<file path="src/rtl/dac_slew_sequencer.sv">
// Slew-rate-limited setpoint sequencer for an 8-channel SPI DAC driver.
// On each tick, every channel moves toward its target by at most `step`, and all channels commit together.
module dac_slew_sequencer #(
  parameter logic [15:0] TICK_DIV   = 16'd1000,
  parameter logic [15:0] RESET_CODE = 16'h0000
) (
  input  logic        clk,
  input  logic        reset,
  input  logic        wr_en,
  input  logic [2:0]  wr_addr,
  input  logic [15:0] wr_data,
  input  logic [15:0] step,
  input  logic        convertEnd,
  output logic [15:0] dac1,
  output logic [15:0] dac2,
  output logic [15:0] dac3,
  output logic [15:0] dac4,
  output logic [15:0] dac5,
  output logic [15:0] dac6,
  output logic [15:0] dac7,
  output logic [15:0] dac8,
  output logic        busy,
  output logic        settled
);

  typedef enum logic [1:0] {S_IDLE, S_SCAN, S_COMMIT} state_t;

  state_t      state;
  logic [15:0] tick_cnt;
  logic        tick;
  logic        pending;
  logic [2:0]  idx;
  logic [15:0] target [8];
  logic [15:0] shadow [8];
  logic [15:0] dac_q  [8];
  logic [15:0] cur, tgt, nxt;
  logic        all_eq;
  logic        go;

  assign tick = (tick_cnt == TICK_DIV - 16'd1);
  assign go   = (state == S_IDLE) && pending && convertEnd;

  // Compare before subtracting so neither direction can wrap.
  always_comb begin
    cur = dac_q[idx];
    tgt = target[idx];
    if (tgt > cur)
      nxt = ((tgt - cur) > step) ? cur + step : tgt;
    else if (tgt < cur)
      nxt = ((cur - tgt) > step) ? cur - step : tgt;
    else
      nxt = cur;
  end

  always_comb begin
    all_eq = 1'b1;
    for (int unsigned i = 0; i < 8; i++)
      if (dac_q[i] != target[i]) all_eq = 1'b0;
  end

  always_ff @(posedge clk) begin
    if (reset) begin
      state    <= S_IDLE;
      tick_cnt <= '0;
      pending  <= 1'b0;
      idx      <= '0;
      busy     <= 1'b0;
      settled  <= 1'b1;
      for (int unsigned i = 0; i < 8; i++) begin
        target[i] <= RESET_CODE;
        shadow[i] <= RESET_CODE;
        dac_q[i]  <= RESET_CODE;
      end
    end else begin
      tick_cnt <= tick ? '0 : tick_cnt + 16'd1;
      // A tick landing on the launch edge is a fresh request, so it survives the clear.
      pending  <= tick | (pending & ~go);
      settled  <= all_eq;
      if (wr_en) target[wr_addr] <= wr_data;

      case (state)
        S_IDLE: begin
          if (go) begin
            state <= S_SCAN;
            idx   <= '0;
            busy  <= 1'b1;
          end
        end
        S_SCAN: begin
          shadow[idx] <= nxt;
          idx         <= idx + 3'd1;
          if (idx == 3'd7) state <= S_COMMIT;
        end
        S_COMMIT: begin
          for (int unsigned i = 0; i < 8; i++) dac_q[i] <= shadow[i];
          state <= S_IDLE;
          busy  <= 1'b0;
        end
        default: begin
          state <= S_IDLE;
          busy  <= 1'b0;
        end
      endcase
    end
  end

  assign dac1 = dac_q[0];
  assign dac2 = dac_q[1];
  assign dac3 = dac_q[2];
  assign dac4 = dac_q[3];
  assign dac5 = dac_q[4];
  assign dac6 = dac_q[5];
  assign dac7 = dac_q[6];
  assign dac8 = dac_q[7];

endmodule

</file>
<file path="config.mk">
export PLATFORM = sky130hd
export DESIGN_NAME = dac_slew_sequencer
export DESIGN_NICKNAME = d
export VERILOG_FILES = /design/src/rtl/dac_slew_sequencer.sv
export SDC_FILE = /design/constraint.sdc
export NUM_CORES = 1
export LEC_CHECK = 0
export CAP_MARGIN = 30
export CORE_UTILIZATION = 50
export DETAILED_ROUTE_END_ITERATION = 16
export DONT_BUFFER_PORTS = 1
export PLACE_DENSITY = 0.77
export SYNTH_ARGS = -nofsm -noshare
export SYNTH_HDL_FRONTEND = slang
export SYNTH_SLANG_ARGS = --single-unit
</file>
<file path="constraint.sdc">
create_clock -name clk -period 6.5 [get_ports clk]
set_input_delay 0.65 -clock clk [delete_from_list [all_inputs] [get_ports clk]]
set_output_delay 0.65 -clock clk [all_outputs]
set_load 0.1 [all_outputs]
</file>
# ---- Word-level counts from Yosys, hierarchy flattened
# Memories as Yosys holds them, arrays and structs flattened. A register that Yosys moved wholly into a read port is not among the register bits.
# Index checks and enable logic that the tools add are counted.
# W data, S select, Z words.
dict set report word_totals {
  wordCells 103
  input_bits 39
  output_inout_bits 130
  ff_bits 24
  mem_count 3
  ram_bits 384
}
dict set report op_classes {
  reduce_logical 10
  addsub 6
  bitwise 12
  n_lt_le_gt_ge 4
  eq_ne 14
  n_mux 48
}
# name depth word_bits rd rd_ports_with_merged_regs wr line
set memory_table {}
lappend memory_table {dac_q 8 16 9 1 8 35} ;# logic [15:0] dac_q [8];
lappend memory_table {shadow 8 16 8 0 8 34} ;# logic [15:0] shadow [8];
lappend memory_table {target 8 16 9 1 8 33} ;# logic [15:0] target [8];
# op count
set op_table {}
lappend op_table {{$mux W16} 14}
lappend op_table {{$ne A16 B16 Y1} 8}
lappend op_table {{$gt A16 B16 Y1} 3}
lappend op_table {{$sub A16 B16 Y16} 3}
lappend op_table {{$reduce_or A16 Y1} 2}
lappend op_table {{$mux W1} 22}
lappend op_table {{$mux W3} 7}
lappend op_table {{$add A16 B1 Y16 const B} 1}
lappend op_table {{$add A16 B16 Y16} 1}
lappend op_table {{$eq A16 B10 Y1 const B} 1}
lappend op_table {{$lt A16 B16 Y1} 1}
lappend op_table {{$or A1 B1 Y1} 9}
lappend op_table {{$pmux W3 S2} 1}
lappend op_table {{$reduce_and A2 Y1} 3}
lappend op_table {{$mux W2} 2}
lappend op_table {{$ne A2 B2 Y1 const B} 2}
lappend op_table {{$pmux W2 S2} 1}
lappend op_table {{$add A3 B1 Y3 const B} 1}
lappend op_table {{$eq A3 B3 Y1 const B} 1}
lappend op_table {{$eq A2 B1 Y1 const B} 1}
lappend op_table {{$eq A2 B2 Y1 const B} 1}
lappend op_table {{$logic_and A1 B1 Y1} 2}
lappend op_table {{$logic_not A2 Y1} 1}
lappend op_table {{$not A1 Y1} 2}
lappend op_table {{4 further kinds} 4}

# ---- Logic depth before layout (Yosys ltp)
dict set report depth {
  depth_word 9
  ltp_mapped 27
  ltp_nobuf 23
}

# ---- Least setup slack after synthesis
# OpenSTA, ideal clock, no wires.
dict set report synth_path {
  path_type {reg2reg}
  from {reg (tool-made name)}
  to {mem shadow[0][5], data pin}
  n_path_buf 4
  setup_slack_ns 0.396
  synth_period_minus_slack_ns 6.104
  setup_ns 0.283
  arrival_time_ns 5.822
  required_ns 6.217
  path_stages_with_launch 25
  path_cell_list {dfxtp_1 > buf_2 > buf_2 > clkbuf_1 > mux4_2 > mux2i_1 > inv_1 > fa_1 > a41oi_1 > o21ai_0 > a21oi_2 > o21ai_0 > a31o_2 > a21o_1 > a21oi_1 > xnor2_1 > ha_1 > a21o_1 > a21oi_1 > o211ai_1 > o31ai_2 > buf_2 > o22ai_1 > a221oi_1 > nor2_1}
}
# element line
set synth_lines {}
lappend synth_lines {{end, declared} 34}

==> metrics.md <==
| Metric | Value |
|---|---|
| Status | complete, no violations |
| Ys flop type | edfxtp_1 |
| Share of flip-flops with an asynchronous set or reset | 0% |
| Slew Limit Fails | 0 |
| Via total after detailed routing | 17,200 |
| WP data required | roughly 6.8 ns |
| CTS tree | done |
| Ratio of cells with drive above 1 in the final layout | 19.20% |
| Cell variety after synth | 77 |
| DRC | 0 |
| First-pass GRT wire length | approximately 120,000 um |
| Max Cap Viol | 0 |
| Period utilization | between 90% and 100% |
| Top-count cell post-synth | edfxtp_1 |
| Die Area | 46,510 um^2 |
| Post-layout min period | 6.269 ns |
| Detail Route Antenna Nets | 0 |
| I/O pin total | 169 |
| CP Class | flop to flop |
| Syn_area_per_cell | 12.07 um^2 |
| Number of synthesis warnings | 0 |
| Final wirelength | 83,770 um |
| Area of the multi-input gates | 10,150 um^2 |
| R2r startpoint | dac_q[4][0] |
| Core Footprint | 44,610 um^2 |
| Post-Syn Instances | between 1,500 and 2,000 |
| Mapped Area | around 23,000 um^2 |
| I/O Buffers | 0 |
| Die Wd | 215.7 um |
| Leakage | 10.18 nW |
| GPL Wtd Cong | 1.062 |
| Pwr/cell area | 258.5 nW/um^2 |
| Yosys reg bits | 411 |
| Reg2reg setup slack | 0.23 ns |
| R2r worst-path depth | 26 |
| Hold Startpoint | reset |
| Drt first pass iters | 6 |
| Slew @ Worst Pin | 0.9782 ns |
| Storage element area | 12,080 um^2 |
| GRT overflow | 0 |
| CTS buffer count | just over 40 |
| Startpoint Class | flop |
| Die height | 215.7 um |
| Final setup violation count | 0 |
| Hold-critical path depth | 1 |
| Fmax | 159.5 MHz |
| Initial antenna violation count | 3 |
| Final Hold Viols | 0 |
| Post-synthesis net count | 2,030 |
| Final HPWL DP | 63,710 um |
| Worst-path maximum fanout | 8 |
| Clock Path Buffers | 3 |
| Total track usage | 35.52% |
| Clock skew | around 0.017 ns |
| Power, Total | 6.840 mW |
| Worst setup margin | 0.2315 ns |
| Post-synth top area share | 50.52% |
| Worst-Skew Late Latency | 0.56 ns |
| FP Rows | 77 |
| Cell taking the most area after synthesis | edfxtp_1 |
| Layout area overhead | 15.93% |
| CTS Hold Bufs | 0 |
| Fill cells | 3,505 |
| Drt initial violations | 2,563 |
| CTS sink count | 411 |
| Number of synthesized flops with an enable pin | 384 |
| Clk Tree Root Cell | clkbuf_16 |
| Pre-CTS setup slack | approximately 0.027 ns |
| Maximum VDD drop | ~0.00022 V |
| Most area-consuming cells after synthesis | edfxtp_1 51%, mux4_2 6.3%, and2_1 6.3%, ha_1 5.3%, xor2_1 4.4% |
| Crit path max-delay family | compound AO/OA/AOI/OAI gates |
| Crit path launch | dac_q[4][0] |
| Hold Path End | tick_cnt[2] |
| Sequential area share after synthesis | 52.88% |
| HP Class | input pin to flop |
| Most common cell on crit path | buf_4 |
| Number of global-route vias before repair | between 15,000 and 20,000 |
| Largest net degree at the start of global routing | 97 |
| CP bufs+invs | 5 |
| Worst R2R End | shadow[4][5] |
| Layout Nets | 2,212 |
| # H-tree levels | 2 |
| Crit. End Element | flop |
| Clk slew on worst S/H paths | roughly 0.060 ns |
| Drt wl/cell | 31.06 um |
| Largest stage delay on the critical path | 0.49 ns |
| Initial Utilization | 51.17% |
| Avg Vias per Cell | roughly 6.4 |
| Slowest stage cell, crit path | edfxtp_1 |
| Synth cell count leaders | 384 x edfxtp_1, 230 x and2_1, 194 x nor2_1 |
| CP Data Arrival Time | 6.56 ns |
| Slew headroom | 34.70% |
[stage by stage]
| step | utilization (%) | instance area (um^2) | instances | setup TNS [ns] | hold WS (ns) |
|---|---|---|---|---|---|
| floorplan | - | 22830 | 1891 | 0 | 0.4175 |
| global placement | 55.65 | 24820 | 2607 | 0 | 0.4277 |
| detailed placement | 56.02 | 24990 | 2614 | 0 | 0.4443 |
| CTS | 58.97 | 26300 | 2688 | 0 | 0.1973 |
| global route | 59.32 | 26460 | 2696 | -0.07795 | 0.2311 |
| finish | 59.33 | 26460 | 2697 | 0 | 0.2844 |
[routing by layer]
metal  track usage [%]  part of all wire [%]  vias to the layer above
met2             50.30                    42                     1360
met4             13.00                   4.4                        0
li1                  -                     -                     7224
met5                 0                     0                        -
met1             48.91                    37                     8462
met3             14.32                    17                      157
[power by group]
group | switching [mW] | leakage (nW) | total, mW | internal [mW]
clock network | 1.04 | 0.629 | 2.36 | 1.33
registers | 0.105 | 4.09 | 3.11 | 3.00
logic | 0.942 | 5.46 | 1.37 | 0.429
total | 2.08 | 10.2 | 6.84 | 4.76
[state kept, by name, indices dropped and copies added (netlist names), named ones only]
name      count
idx           3
target      128
state         2
shadow      128
dac_q       128
pending       1
tick_cnt     16
busy          1
settled       1
[cell usage in the layout, fill, tap and decap left out, types with 14 or more instances in the layout]
cell type  synthesis  final
nor2_1           194    193
o21ai_0           27     27
inv_1             76     76
o211ai_1          14     14
nand2_1           57     57
nand2b_1          27     26
nor2b_1           48     48
xnor2_1           66     66
a21oi_1           60     58
ha_1              96     96
a21o_1            16     16
nor4_1            32     32
edfxtp_1         384    384
clkbuf_1          58     14
mux2i_1           26     24
and2_1           230    229
buf_4              4    212
clkbuf_16          0     43
xor2_1           115    115
nand3_1           31     31
nor3_1            22     20
mux4_2            64     64
dfxtp_1           27     24
nand4_1           23     23
[worst max-delay path by stage]
stage | end | depth (start not counted)
after floorplan | shadow[0][5] | 24
after global placement | shadow[4][4] | 23
after detailed placement | shadow[7][4] | 24
after CTS | shadow[5][4] | 23
after global routing | shadow[4][5] | 23
final | shadow[4][5] | 26
[worst register-to-register path, stage by stage (launching register included)]
cell	delay, ns
edfxtp_1	0.49
mux4_2	0.49
mux2_2	0.30
inv_1	0.09
ha_1	0.18
inv_1	0.07
fa_1	0.46
a21o_1	0.18
a21oi_1	0.22
o21ai_0	0.12
and2_1	0.19
a211o_1	0.29
o211ai_1	0.15
a41oi_1	0.18
xor2_1	0.18
ha_1	0.32
and3_1	0.19
o21a_1	0.13
a211oi_1	0.08
buf_4	0.15
a31oi_2	0.26
buf_4	0.20
and2_4	0.25
nor2_4	0.10
a221oi_1	0.38
buf_4	0.26
nor2_1	0.07
[final cells by class]
type	count	share of cell area (%)
flip-flops and latches	411	45.64
multi-input cells	1316	38.35
repair buffers	225	7.144
clock buffers	56	4.170
well taps	592	2.799
inverters	78	1.106
clock inverters	18	0.7801
diodes	1	0.009456
[timing repair]
item,4_1_cts,5_1_grt
cloned,0,1
gates resized for setup,1,12
pin swaps,0,1
endpoints found under the setup margin,8,114
buffers inserted,0,5
[cell families after synthesis]
logic type	synth area share (%)
AND/OR/NAND/NOR	16.78
AO/OA/AOI/OAI	6.709
buffers and inverters	2.971
flip-flops	52.88
XOR/XNOR	6.945
adder cells (fa/ha/maj)	5.613
multiplexers	8.096
No activity file was read; power rests on OpenSTA's default activity.
